File: config.mk
export PLATFORM = sky130hd
export DESIGN_NAME = mux2_arbiter
export DESIGN_NICKNAME = d
export VERILOG_FILES = /design/src/rtl/mux2_arb_pkg.sv /design/src/rtl/rr_grant2.sv /design/src/rtl/mux2_arbiter.sv
export SDC_FILE = /design/constraint.sdc
export NUM_CORES = 1
export LEC_CHECK = 0
export BUFFER_PORTS_ARGS = -buffer_cell sky130_fd_sc_hd__buf_2
export CORE_MARGIN = 2
export CORE_UTILIZATION = 43
export DETAILED_ROUTE_END_ITERATION = 6
export HOLD_SLACK_MARGIN = 0.03
export PLACE_DENSITY = 0.76
export SETUP_SLACK_MARGIN = 0.5
export SLEW_MARGIN = 40
export SYNTH_ARGS = -nofsm -noshare
export SYNTH_HDL_FRONTEND = slang
export SYNTH_SLANG_ARGS = --single-unit
export TNS_END_PERCENT = 30
File: constraint.sdc
create_clock -name clk -period 1.62 [get_ports clk]
set_clock_uncertainty 0.2 [all_clocks]
set_input_delay 0.243 -clock clk [delete_from_list [all_inputs] [get_ports clk]]
set_output_delay 0.243 -clock clk [all_outputs]
set_load 0.03 [all_outputs]
File: src/rtl/mux2_arb_pkg.sv
// -----------------------------------------------------------------------------
// mux2_arb_pkg
// Shared definitions for the two-source packet arbiter/mux:
//   state_e    : arbiter FSM states (IDLE, HOLD_A, HOLD_B)
//   SEL_A/SEL_B: 2:1 mux select encoding, also used to record the last grant
//   WIDTH_DEF  : default payload width
// -----------------------------------------------------------------------------
package mux2_arb_pkg;

    localparam int WIDTH_DEF = 8;

    localparam logic SEL_A = 1'b0;
    localparam logic SEL_B = 1'b1;

    typedef enum logic [1:0] {
        IDLE   = 2'd0,
        HOLD_A = 2'd1,
        HOLD_B = 2'd2
    } state_e;

endpackage : mux2_arb_pkg

File: src/rtl/rr_grant2.sv
// -----------------------------------------------------------------------------
// rr_grant2
// Combinational two-requester round-robin grant.
// Ports:
//   req_a, req_b : request (valid) from each source
//   last_grant   : source granted on the most recent transfer (SEL_A / SEL_B)
//   grant_a      : grant to source A
//   grant_b      : grant to source B
// A lone request is always granted; on contention the source that did not
// win last time is granted. Never grants both.
// -----------------------------------------------------------------------------
module rr_grant2
    import mux2_arb_pkg::*;
(
    input  logic req_a,
    input  logic req_b,
    input  logic last_grant,
    output logic grant_a,
    output logic grant_b
);

    always_comb begin
        grant_a = 1'b0;
        grant_b = 1'b0;
        if (req_a && req_b) begin
            grant_a = (last_grant == SEL_B);
            grant_b = (last_grant == SEL_A);
        end else begin
            grant_a = req_a;
            grant_b = req_b;
        end
    end

endmodule : rr_grant2

File: src/rtl/mux2_arbiter.sv
// -----------------------------------------------------------------------------
// mux2_arbiter
// Two-source valid/ready arbiter feeding a single registered output slot.
// Beats accepted in cycle n appear on y_* in cycle n+1; the slot drains and
// refills in the same cycle, so a steady stream runs at one beat per clock.
//
// Ports:
//   clk, reset               : clock, asynchronous active-high reset
//   a_data/a_valid/a_last    : source A payload, valid, end-of-packet
//   a_ready                  : A beat accepted this cycle
//   b_data/b_valid/b_last    : source B, as for A
//   b_ready                  : B beat accepted this cycle
//   y_data/y_valid/y_last    : registered output beat
//   y_ready                  : downstream accepts the held beat
//   sel                      : source of the held beat (SEL_A / SEL_B)
//
// Build option MUX2_ARB_PACKET_LOCK_EN: once a non-last beat is accepted from
// a source, the grant stays locked on that source until its last beat is
// accepted. Without it, arbitration is per beat and *_last only passes through.
// -----------------------------------------------------------------------------
module mux2_arbiter
    import mux2_arb_pkg::*;
#(
    parameter int WIDTH = WIDTH_DEF
)
(
    input  logic             clk,
    input  logic             reset,
    input  logic [WIDTH-1:0] a_data,
    input  logic             a_valid,
    input  logic             a_last,
    output logic             a_ready,
    input  logic [WIDTH-1:0] b_data,
    input  logic             b_valid,
    input  logic             b_last,
    output logic             b_ready,
    output logic [WIDTH-1:0] y_data,
    output logic             y_valid,
    output logic             y_last,
    input  logic             y_ready,
    output logic             sel
);

    state_e           state_q,      state_d;
    logic             last_grant_q, last_grant_d;
    logic [WIDTH-1:0] y_data_q,     y_data_d;
    logic             y_valid_q,    y_valid_d;
    logic             y_last_q,     y_last_d;
    logic             sel_q,        sel_d;

    logic rr_grant_a, rr_grant_b;
    logic grant_a, grant_b;
    logic slot_free;
    logic a_xfer, b_xfer;

    rr_grant2 u_rr_grant2 (
        .req_a      (a_valid),
        .req_b      (b_valid),
        .last_grant (last_grant_q),
        .grant_a    (rr_grant_a),
        .grant_b    (rr_grant_b)
    );

    // A locked state overrides round-robin, even while the locked source idles,
    // so the other source cannot slip a beat into the middle of a packet.
    always_comb begin
        grant_a = rr_grant_a;
        grant_b = rr_grant_b;
        case (state_q)
            HOLD_A: begin
                grant_a = 1'b1;
                grant_b = 1'b0;
            end
            HOLD_B: begin
                grant_a = 1'b0;
                grant_b = 1'b1;
            end
            default: ;
        endcase
    end

    // Slot is free when empty or being drained this cycle.
    assign slot_free = !y_valid_q || y_ready;
    assign a_ready   = grant_a && slot_free;
    assign b_ready   = grant_b && slot_free;
    assign a_xfer    = a_valid && a_ready;
    assign b_xfer    = b_valid && b_ready;

    always_comb begin
        y_data_d     = y_data_q;
        y_valid_d    = y_valid_q;
        y_last_d     = y_last_q;
        sel_d        = sel_q;
        last_grant_d = last_grant_q;
        state_d      = state_q;

        if (a_xfer) begin
            y_data_d     = a_data;
            y_last_d     = a_last;
            y_valid_d    = 1'b1;
            sel_d        = SEL_A;
            last_grant_d = SEL_A;
        end else if (b_xfer) begin
            y_data_d     = b_data;
            y_last_d     = b_last;
            y_valid_d    = 1'b1;
            sel_d        = SEL_B;
            last_grant_d = SEL_B;
        end else if (y_ready) begin
            y_valid_d    = 1'b0;
        end

`ifdef MUX2_ARB_PACKET_LOCK_EN
        if (a_xfer) begin
            state_d = a_last ? IDLE : HOLD_A;
        end else if (b_xfer) begin
            state_d = b_last ? IDLE : HOLD_B;
        end
`else
        state_d = IDLE;
`endif
    end

    // Output register / control state
    always_ff @(posedge clk or posedge reset) begin
        if (reset) begin
            state_q      <= IDLE;
            last_grant_q <= SEL_B;
            y_data_q     <= '0;
            y_valid_q    <= 1'b0;
            y_last_q     <= 1'b0;
            sel_q        <= SEL_A;
        end else begin
            state_q      <= state_d;
            last_grant_q <= last_grant_d;
            y_data_q     <= y_data_d;
            y_valid_q    <= y_valid_d;
            y_last_q     <= y_last_d;
            sel_q        <= sel_d;
        end
    end

    assign y_data  = y_data_q;
    assign y_valid = y_valid_q;
    assign y_last  = y_last_q;
    assign sel     = sel_q;

endmodule : mux2_arbiter

Yosys cells after proc, flatten, opt, wreduce, memory -nomap -nowiden
Cells that the tools add are included.
{"block": "word_totals", "regBits": 12, "inputBits": 23, "wordCells": 26}
{"block": "classes", "reduce_logical": 9, "n_mux": 11, "bitwise_logic": 1}
{"operator": "$mux W8", "n": 2}
{"operator": "$mux W1", "n": 9}
{"operator": "$logic_and A1 B1 Y1", "n": 5}
{"operator": "$reduce_bool A3 Y1", "n": 1}
{"operator": "$reduce_bool A2 Y1", "n": 1}
{"operator": "$logic_not A1 Y1", "n": 1}
{"operator": "$logic_or A1 B1 Y1", "n": 1}
{"operator": "$not A1 Y1", "n": 1}

Logic depth before layout (Yosys ltp)
Gate-level depths: netlist of run 1.
{"block": "depth", "ltp_word": 6, "depth_mapped": 5, "ltp_nobuf": 3}

Hierarchy
Synthesis of run 1 repeated with hierarchy kept, for this count alone.
{"block": "unflattened", "cells_unflattened": 48, "hier_area_um2": 605.6}
{"mod": "mux2_arbiter", "cells_each": 45, "area_each_um2": 586.8, "instances": 1, "seq_area_each_um2": 301.5}
{"mod": "rr_grant2", "cells_each": 3, "area_each_um2": 18.8, "instances": 1, "seq_area_each_um2": 0.0}

Least setup slack after synthesis of run 1
Ideal clock, no wire load.
{"block": "synth_timing", "path_kind": "register to register", "from": "reg last_grant_q", "to": "reg y_data_q[0], in the netlist y_data[0]", "arrival_ps": 1204, "n_path_buf": 2, "t_required_ps": 1279, "slack_ps": 75, "path_stages_with_launch": 6, "setup_ps": 141, "cell_sequence": "dfstp_2 nand2b_1 buf_6 and3_4 buf_6 o311ai_2"}
{"element": "start: declaration", "line_no": "mux2_arbiter.sv:45", "source": "logic last_grant_q, last_grant_d;"}
{"element": "start signal: assignment", "line_no": "mux2_arbiter.sv:135", "source": "last_grant_q <= last_grant_d;"}
{"element": "$mux W1 (*)", "line_no": "rr_grant2.sv:25", "source": "if (req_a && req_b) begin"}
{"element": "$logic_and A1 B1 Y1 (*)", "line_no": "mux2_arbiter.sv:84", "source": "assign a_ready = grant_a && slot_free;"}
{"element": "net a_ready", "line_no": "mux2_arbiter.sv:32", "source": "output logic a_ready,"}
{"element": "$logic_and A1 B1 Y1 (*)", "line_no": "mux2_arbiter.sv:86", "source": "assign a_xfer = a_valid && a_ready;"}
{"element": "$mux W8 or $reduce_bool A2 Y1 (tied branches)"}
{"element": "end signal: assignment", "line_no": "mux2_arbiter.sv:136", "source": "y_data_q <= y_data_d;"}
{"element": "end: declaration", "line_no": "mux2_arbiter.sv:46", "source": "logic [WIDTH-1:0] y_data_q, y_data_d;"}
The timed path passes the listed nets; every way through them passes the cells marked *.
A chain may end at the register's enable or synchronous reset.

Worst setup path in the final report of run 1
{"block": "layout_timing", "from": "reg last_grant_q", "to": "out a_ready"}
{"block": "layout_between", "elab_chain_cells": 2}
{"element": "$mux W1", "line_no": "rr_grant2.sv:25"}
{"element": "$logic_and A1 B1 Y1", "line_no": "mux2_arbiter.sv:84"}
{"element": "end: declaration", "line_no": "mux2_arbiter.sv:32"}
Every way passes these cells.

==> results.toml, run 1 <==
[power_and_ir_drop]
p_switching_mw = 0.370
swShare_pct = 34.8
peakVddDrop_mv = 0.650
leakagePower_nw = 0.545
power_frac_seq_pct = 36.1
p_clk_share_pct = 23.1
power_density_nw_per_um2 = 952
comb_power_share_pct = 40.9
p_int_mw = 0.693

[setup_path]
path_max_fanout = 3
startpoint_type = "register"
slowest_delay_ps = 550
path_class = "reg2out"
path_cells = "nand2b_4 > and3_4 > buf_6"
worstPathArrival_ps = 1260
r2r_start = "last_grant_q$_DFFE_PP1P_"
crit_start = "last_grant_q$_DFFE_PP1P_"
r2r_setup_slack_ps = 80
r2r_cells = 5
crit_slowest_cell = "dfstp_2"
end_kind = "output pin"
worstReg2RegEnd = "y_data[6]$_DFFE_PP0P_"
required_ps = 1180

[floorplan]
die_h_um = 44.4
boundaryPins = 36
chipWidth_um = 44.4
placementRows = 14
dieArea_um2 = 1970
coreArea_um2 = 1520
start_util_pct = 46.0

[cts]
insertion_delay_ps = 280
cts_buffer_depth = 2
cts_buffers = 3
clock_sinks = 12
clkTransAtPathRegs_ps = 90
cts-root-buf = "clkbuf_4"
htree_levels = 1
cts_tree = "yes"

[cells_and_area]
layout-drive-gt1-share_pct = 58.9
multi_input_area_um2 = 353
nFillCells = 116
final_design_area_no_fill_um2 = 1120
n_antenna_cell = 0
area_growth_syn_to_layout_pct = 59.3
register_area_um2 = 302
fin_cells = 128
nets = 136

[place]
place_inst = 119
dp_hpwl_um = 1400
io_buffers = 35
gp_congestion = 0.845
placed_area_um2 = 927

[synth]
syn_avg_cell_area_um2 = 10.8
syn_inst = 65
synth-seq-cells = 12
syn_nets = 88
syn_area_um2 = 701
seq_area_frac_synth_pct = 43.0
ys_warn_count = 0
ys_types = 17

[global_route]
antenna_found_initial = 0
grt_pass1_wl_um = 3090
grt_max_degree = 14
grt_pass1_vias = 702
grtUsageTotal_pct = 22.1
grt_overflow = 0

[routing]
wl_per_cell_um = 15.5
dr.first_iter.drc_count = 10
ant_nets = 0
drtPass1Iterations = 4
wirelength_um = 1980
remaining_drc_errors = 0
vias = 721
viasPerCell = 5.63

[status]
status = "complete, but fails checks"
violations = "negative setup slack"

[sta]
timing.final.hold_violations = 0
worst_pin_slew_ps = 377
period_share_pct = 105
setup_ws_ps = -86.7
setup-violations-final = 2
min_period_ps = 1710
drv_slew = 0
rsz0062_at_grt = "yes"
maxSlewHeadroom_pct = 74.7
max_freq_mhz = 586

[min_path]
hold_path.class = "in2reg"
min_path_cells = 3
whs_endpoint = "y_data[0]$_DFFE_PP0P_"
min-delay-start = "b_data[0]"

[flow_run]
drv_cap = 0
## cell families (layout without fill, tap and decap cells)
group | after synthesis | count (layout) | synth area share, %
AO/OA/AOI/OAI | 21 | 21 | 31.6
buffers and inverters | 15 | 62 | 10.5
flip-flops | 12 | 12 | 43.0
AND/OR/NAND/NOR | 17 | 17 | 14.8
## sequential cells by signal (all words and copies together), names as in the netlist
signal	flops
y_last	1
last_grant_q	1
y_data	8
sel	1
y_valid	1
## cell usage after synthesis
library cell	number	area share (%)
nor2_1	1	0.54
clkbuf_1	1	0.54
o311ai_2	8	19
o311ai_4	1	3.8
inv_1	10	5.4
nand4_1	9	8.0
a21o_1	2	2.1
dfstp_2	1	3.8
buf_2	2	1.4
o21ai_0	10	7.1
and3_4	1	1.6
nand2_1	2	1.1
nand2b_1	2	1.8
and3_1	1	0.89
nor2b_1	1	0.89
buf_6	2	3.2
dfrtp_1	11	39
## stage by stage
stage	utilization (%)	hold slack [ps]	setup WS, ps	TNS [ps]	total power, mW
after global routing	73.2	54.0	-111	-220	1.11
after detailed placement	60.8	81.2	45.6	0	0.727
after global placement	60.8	75.1	116	0	0.718
final	73.2	53.6	-86.7	-142	1.06
after CTS	71.5	49.8	-87.1	-146	1.06
after floorplan	-	-93.0	114	0	0.618
## final cells by class
| class | instances | area share, % |
|---|---|---|
| inverters | 10 | 3.70 |
| multi-input cells | 38 | 31.6 |
| repair buffers | 48 | 32.6 |
| well taps | 16 | 1.79 |
| flip-flops and latches | 12 | 27.0 |
| clock buffers | 4 | 3.25 |
## what timing repair did
action	in CTS	in global routing
hold buffers	1	0
endpoints found under the hold margin	11	0
setup endpoints to repair	25	36
resized for setup	32	2
cloned	0	0
setup buffers	1	3
pin swaps	0	1
## how the worst max path moves through the flow
stage / end / slack (ps) / depth (start not counted)
floorplan: a_ready / 110 / 4
global placement: y_data[0]$_DFFE_PP0P_ / 120 / 5
detailed placement: y_data[2]$_DFFE_PP0P_ / 50 / 5
CTS: a_ready / -90 / 3
global route: a_ready / -110 / 3
finish: a_ready / -90 / 3
## power by group through the flow
stage	clock, mW	combinational [mW]	sequential, mW
after floorplan	0	0.155	0.463
after global placement	0	0.343	0.375
after detailed placement	0	0.350	0.377
after CTS	0.249	0.424	0.383
after global routing	0.265	0.459	0.387
final	0.245	0.434	0.383
## placed cells by master, fill, tap and decap left out, types with 3 or more instances in the layout
master,Yosys,routed
o21ai_0,10,8
buf_6,2,15
o311ai_2,8,7
clkbuf_4,0,3
buf_4,0,10
buf_2,2,22
dfrtp_1,11,11
nand4_1,9,9
inv_1,10,9
## worst max-delay path: cells and delay by family, from the launching register on
family / cells / cell delay (ps)
buffers and inverters: 1 / 130
flip-flops: 1 / 550
AND/OR/NAND/NOR: 2 / 300
## metal layers
metal / routed length (µm) / track usage [%] / vias up
met5: 0 / 0 / -
met2: 1020 / 36.5 / 36
met4: 38 / 13.3 / 0
li1: - / - / 342
met1: 770 / 25.2 / 337
met3: 149 / 6.53 / 6
Note: power is estimated with default switching activity, not from simulation.
==> run 2, diff against run 1 <==
--- a/config.mk
+++ b/config.mk
@@ -5,12 +5,13 @@
 export SDC_FILE = /design/constraint.sdc
 export NUM_CORES = 1
 export LEC_CHECK = 0
+export ABC_AREA = 1
 export BUFFER_PORTS_ARGS = -buffer_cell sky130_fd_sc_hd__buf_2
 export CORE_MARGIN = 2
 export CORE_UTILIZATION = 43
 export DETAILED_ROUTE_END_ITERATION = 6
 export HOLD_SLACK_MARGIN = 0.03
-export PLACE_DENSITY = 0.76
+export PLACE_DENSITY = 0.77
 export SETUP_SLACK_MARGIN = 0.5
 export SLEW_MARGIN = 40
 export SYNTH_ARGS = -nofsm -noshare
==> results.toml, run 2 <==
[cts]
cts_tree = "yes"
insertion_delay_ps = 260
clkTransAtPathRegs_ps = 80
htree_levels = 1
cts_buffers = 3
cts-root-buf = "clkbuf_4"
clock_sinks = 12
cts_buffer_depth = 2

[cells_and_area]
final_design_area_no_fill_um2 = 1060
layout_common_cells = "30 x nand2_1, 22 x buf_2, 19 x inv_1"
area_growth_syn_to_layout_pct = 51.7
fin_cells = 154
layout-drive-gt1-share_pct = 42.0
final_util_pct = 70.2
n_antenna_cell = 0
nFillCells = 128
final_common_cell = "nand2_1"
largest_reg_flops = 8
nets = 162

[floorplan]
placementRows = 14
start_util_pct = 46.3
boundaryPins = 36
chipWidth_um = 44.3
coreArea_um2 = 1510
dieArea_um2 = 1960
die_h_um = 44.3

[place]
dp_hpwl_um = 1230
gp_congestion = 0.762
io_buffers = 35
place_inst = 145
dp_slack_ps = 82.7
placed_area_um2 = 898

[synth]
synth.largest_area_cell = "dfrtp_1"
syn_avg_cell_area_um2 = 7.41
synth_edf_count = 0
synth_flop_cell = "dfrtp_1"
seq_area_frac_synth_pct = 43.3
syn_area_um2 = 697
syn_nets = 117
ys_types = 15
synthTopCellsByCount = "30 x nand2_1, 23 x inv_1, 11 x dfrtp_1"
async_flop_share_pct = 100
synth_top_area_share_pct = 39.5
netlist_top_cells_area = "dfrtp_1 39%, nand2_1 16%, inv_1 12%"
ys_warn_count = 0
post-synth-top-count-cell = "nand2_1"
synth-seq-cells = 12
syn_inst = 94

[sta]
maxSlewHeadroom_pct = 66.5
timing.final.hold_violations = 0
period_share_pct = 102
setup_ws_ps = -36.8
min_period_ps = 1660
setup-violations-final = 2
max_freq_mhz = 604
worst_pin_slew_ps = 502
drv_slew = 0
rsz0062_at_grt = "yes"

[setup_path]
path_class = "reg2out"
startpoint_type = "register"
end_kind = "output pin"
path_max_fanout = 3
required_ps = 1180
worstPathArrival_ps = 1210

[routing]
vias = 741
ant_nets = 0
wl_per_cell_um = 12.1
remaining_drc_errors = 0
drtPass1Iterations = 4
wirelength_um = 1870
dr.first_iter.drc_count = 4
viasPerCell = 4.81

[global_route]
grt_overflow = 0
grt_pass1_vias = 735
grtUsageTotal_pct = 20.5
grt_pass1_wl_um = 2970
antenna_found_initial = 0
grt_max_degree = 14

[status]
violations = "negative setup slack"
status = "complete, but fails checks"

[flow_run]
drv_cap = 0

[power_and_ir_drop]
power_density_nw_per_um2 = 980
leakagePower_nw = 0.628
peakVddDrop_mv = 0.499

[min_path]
hold_path.class = "in2reg"
## run 2: cells by family (layout without fill, tap and decap cells)
kind of cell,after synthesis,count (layout),synth area share [%]
buf+inv,28,72,17.2
simple gates,51,51,35.7
flops,12,12,43.3
compound gates,3,3,3.77
## run 2: critical path, cell delays in order (launching register included)
cell and delay, ps:
dfstp_2 530, inv_2 50, o211ai_2 190, inv_2 50, buf_6 130
## run 2: worst paths after layout
check,startpoint,end,depth (start not counted),slack [ps]
setup / recovery,last_grant_q$_DFFE_PP1P_,b_ready,4,-40
min in group asynchronous,reset,y_data[4]$_DFFE_PP0P_,3,260
hold reg to reg,y_last$_DFFE_PP0P_,y_last$_DFFE_PP0P_,2,310
setup reg to reg,last_grant_q$_DFFE_PP1P_,y_data[5]$_DFFE_PP0P_,9,50
max in group asynchronous,reset,last_grant_q$_DFFE_PP1P_,3,710
hold / removal,b_data[3],y_data[3]$_DFFE_PP0P_,5,60
## run 2: report_power, final
part           internal, mW  switching (mW)  total, mW
clock                0.0951           0.100      0.195
combinational         0.190           0.255      0.445
sequential            0.355          0.0401      0.395
## run 2: area by class of cell
| class | instances | area [µm²] | share of cell area, % |
|---|---|---|---|
| Timing Repair Buffer | 43 | 327 | 30.9 |
| Sequential cell | 12 | 303 | 28.6 |
| Multi-Input combinational cell | 54 | 280 | 26.5 |
| Inverter | 25 | 101 | 9.59 |
| Clock buffer | 4 | 26.3 | 2.49 |
| Tap cell | 16 | 20.0 | 1.89 |
## run 2: timing repair
item	4_1_cts	5_1_grt
cloned	0	1
hold buffers	1	0
pin swaps	3	1
endpoints found under the hold margin	11	0
endpoints found under the setup margin	25	37
buffers inserted	2	1
resized for setup	27	3
## run 2: through the flow
step / hold slack, ps / setup TNS (ps) / power (mW)
4_1_cts: 60.4 / -39.1 / 1.02
2_1_floorplan: -93.1 / 0 / 0.635
3_5_place_dp: 73.3 / 0 / 0.745
5_1_grt: 95.3 / -115 / 1.09
3_3_place_gp: 64.7 / 0 / 0.740
6_report: 62.2 / -54.7 / 1.04
## run 2: per-layer routing
layer / vias to the layer above / share of wire (%) / GRT usage (%)
met5: - / 0 / 0
met1: 328 / 41 / 23.6
met3: 2 / 7.0 / 3.27
met4: 0 / 0.91 / 7.27
met2: 34 / 51 / 37.9
li1: 377 / - / -
==> run 3, diff against run 2 <==
--- a/config.mk
+++ b/config.mk
@@ -8,7 +8,7 @@
 export ABC_AREA = 1
 export BUFFER_PORTS_ARGS = -buffer_cell sky130_fd_sc_hd__buf_2
 export CORE_MARGIN = 2
-export CORE_UTILIZATION = 43
+export CORE_UTILIZATION = 44
 export DETAILED_ROUTE_END_ITERATION = 6
 export HOLD_SLACK_MARGIN = 0.03
 export PLACE_DENSITY = 0.77
@@ -16,5 +16,6 @@
 export SLEW_MARGIN = 40
 export SYNTH_ARGS = -nofsm -noshare
 export SYNTH_HDL_FRONTEND = slang
+export SYNTH_HIERARCHICAL = 1
 export SYNTH_SLANG_ARGS = --single-unit
 export TNS_END_PERCENT = 30
==> results.toml, run 3 <==
[synth]
synth-seq-cells = 12
syn_inst = 102
syn_area_um2 = 748
synth_flop_cell = "dfrtp_1"
synth_xor_area_share_pct = 0
synth_edf_count = 0
ys_warn_count = 6
seq_area_frac_synth_pct = 40.3
synth_top_area_share_pct = 36.8
synth.mux.area_fraction_pct = 0
syn_nets = 125
synth_top_family_by_area = "simple AND/OR/NAND/NOR gates"
synth.largest_area_cell = "dfrtp_1"
post-synth-top-count-cell = "nand2_1"
synth_adder_area_share_pct = 0
async_flop_share_pct = 100
synthTopCellsByCount = "34 x nand2_1, 24 x inv_1, 11 x dfrtp_1"
synth-compound-area-share_pct = 2.68
synthSimpleGateAreaFrac_pct = 39.0
ys_types = 15
netlist_top_cells_area = "dfrtp_1 37%, nand2_1 17%, inv_1 12%"
syn_avg_cell_area_um2 = 7.34

[floorplan]
boundaryPins = 36
die_h_um = 45.2
chipWidth_um = 45.2
placementRows = 14
dieArea_um2 = 2050
start_util_pct = 48.5
coreArea_um2 = 1540

[global_route]
grt_overflow = 0
grt_pass1_wl_um = 3240
grtUsageTotal_pct = 23.1
grt_max_degree = 13
grt_pass1_vias = 716
antenna_found_initial = 0

[routing]
highest_layer = "met4"
wl_per_cell_um = 15.4
remaining_drc_errors = 0
wl_met1_um = 961
wl_met2_um = 1370
viasPerCell = 5.17
dr.first_iter.drc_count = 15
drtPass1Iterations = 4
wl_met3_um = 127
ant_nets = 0
wirelength_um = 2530
vias = 848

[sta]
timing.final.hold_violations = 0
setup-violations-final = 12
setup_ws_ps = -111
period_share_pct = 107
max_freq_mhz = 578
maxSlewHeadroom_pct = 81.9
min_period_ps = 1730
rsz0062_at_grt = "yes"
worst_pin_slew_ps = 271
drv_slew = 0

[status]
violations = "negative setup slack"
status = "complete, but fails checks"

[cells_and_area]
area_growth_syn_to_layout_pct = 68.2
final_util_pct = 81.7
n_antenna_cell = 0
final_common_cell = "inv_1"
largest_reg_flops = 8
layout_common_cells = "23 x inv_1, 22 x buf_2, 19 x nand2_1"
final_design_area_no_fill_um2 = 1260
layout-drive-gt1-share_pct = 55.4
nFillCells = 95
nets = 172

[setup_path]
startpoint_type = "register"
slowest_delay_ps = 540
crit_start = "last_grant_q$_DFFE_PP1P_"
cp.depth = 4
crit_slowest_cell = "dfstp_2"
r2r_cells = 9
path_max_fanout = 2
crit_family = "flip-flops"
path_class = "reg2out"
required_ps = 1180
path_buf_inv = 1
end_kind = "output pin"
worstPathArrival_ps = 1290
r2r_start = "last_grant_q$_DFFE_PP1P_"
path_cells = "nand3_2 > nand2_4 > a21boi_4 > buf_6"

[power_and_ir_drop]
leakagePower_nw = 0.710
power.total_mw = 1.49
peakVddDrop_mv = 0.705
power_density_nw_per_um2 = 1180

[cts]
htree_levels = 1
cts_tree = "yes"
insertion_delay_ps = 280
cts_buffer_depth = 2
clock_sinks = 12
cts-root-buf = "clkbuf_4"
clkTransAtPathRegs_ps = 80
cts_buffers = 3

[place]
dp_hpwl_um = 1270
dp_slack_ps = 82.0
io_buffers = 35
gp_congestion = 0.702
placed_area_um2 = 970

[flow_run]
drv_cap = 0

[min_path]
min-delay-start = "b_data[1]"
min_path_cells = 5
hold_path.class = "in2reg"
-- run 3: cell count changes after synthesis, sizes merged --
cell / before / now
o21ai: 2 / 0
nand3: 10 / 12
a21boi: 0 / 2
inv: 25 / 26
o211ai: 1 / 0
nand2: 32 / 36
buf: 3 / 4
a21oi: 0 / 1
-- run 3: path summary, 6_finish.rpt --
| check | to | slack (ps) |
|---|---|---|
| setup reg to reg | y_data[3]$_DFFE_PP0P_ | -90 |
| min in group asynchronous | y_last$_DFFE_PP0P_ | 240 |
| max in group asynchronous | last_grant_q$_DFFE_PP1P_ | 720 |
| hold reg to reg | y_data[1]$_DFFE_PP0P_ | 300 |
| setup / recovery | a_ready | -110 |
| hold / removal | y_data[1]$_DFFE_PP0P_ | 80 |
-- run 3: cell type report --
cell class / count / area (µm²) / share of cell area, %
Clock buffer: 4 / 26.3 / 2.09
Inverter: 26 / 106 / 8.45
Multi-Input combinational cell: 61 / 450 / 35.8
Sequential cell: 12 / 303 / 24.1
Tap cell: 16 / 20.0 / 1.59
Timing Repair Buffer: 44 / 342 / 27.1
Timing Repair inverter: 1 / 11.3 / 0.895
-- run 3: timing repair --
action,in CTS,in global routing
hold endpoints to repair,11,0
hold buffers,1,0
endpoints found under the setup margin,25,37
pin swaps,1,10
resized for setup,31,31
cloned,2,1
setup buffers,2,1
-- run 3: metrics by stage --
step,TNS [ps],hold WS (ps),std cells
2_1_floorplan,0,-93.1,102
3_3_place_gp,0,68.4,153
3_5_place_dp,0,83.7,153
4_1_cts,-190,67.8,162
5_1_grt,-1320,86.0,164
6_report,-767,76.4,164
-- run 3: layer usage --
metal	vias to the layer above	global-route usage, %
met5	-	0
li1	411	-
met4	0	10.6
met2	38	38.3
met1	391	28.6
met3	8	4.80
-- run 3: worst min-delay path, stage by stage --
cell and delay (ps):
buf_2 70, inv_1 40, nand2_2 50, nand3_1 70, nand2_1 50
-- run 3: logic make-up (layout without fill, tap and decap cells) --
| group | after synthesis | count (layout) |
|---|---|---|
| DFF | 12 | 12 |
| and+or+nand+nor | 57 | 58 |
| buffers and inverters | 30 | 75 |
| AOI/OAI and AO/OA | 3 | 3 |
-- run 3: power by group --
group	switching [mW]	total, mW	internal, mW
clock	0.115	0.211	0.0958
sequential	0.0793	0.479	0.400
combinational	0.457	0.797	0.339
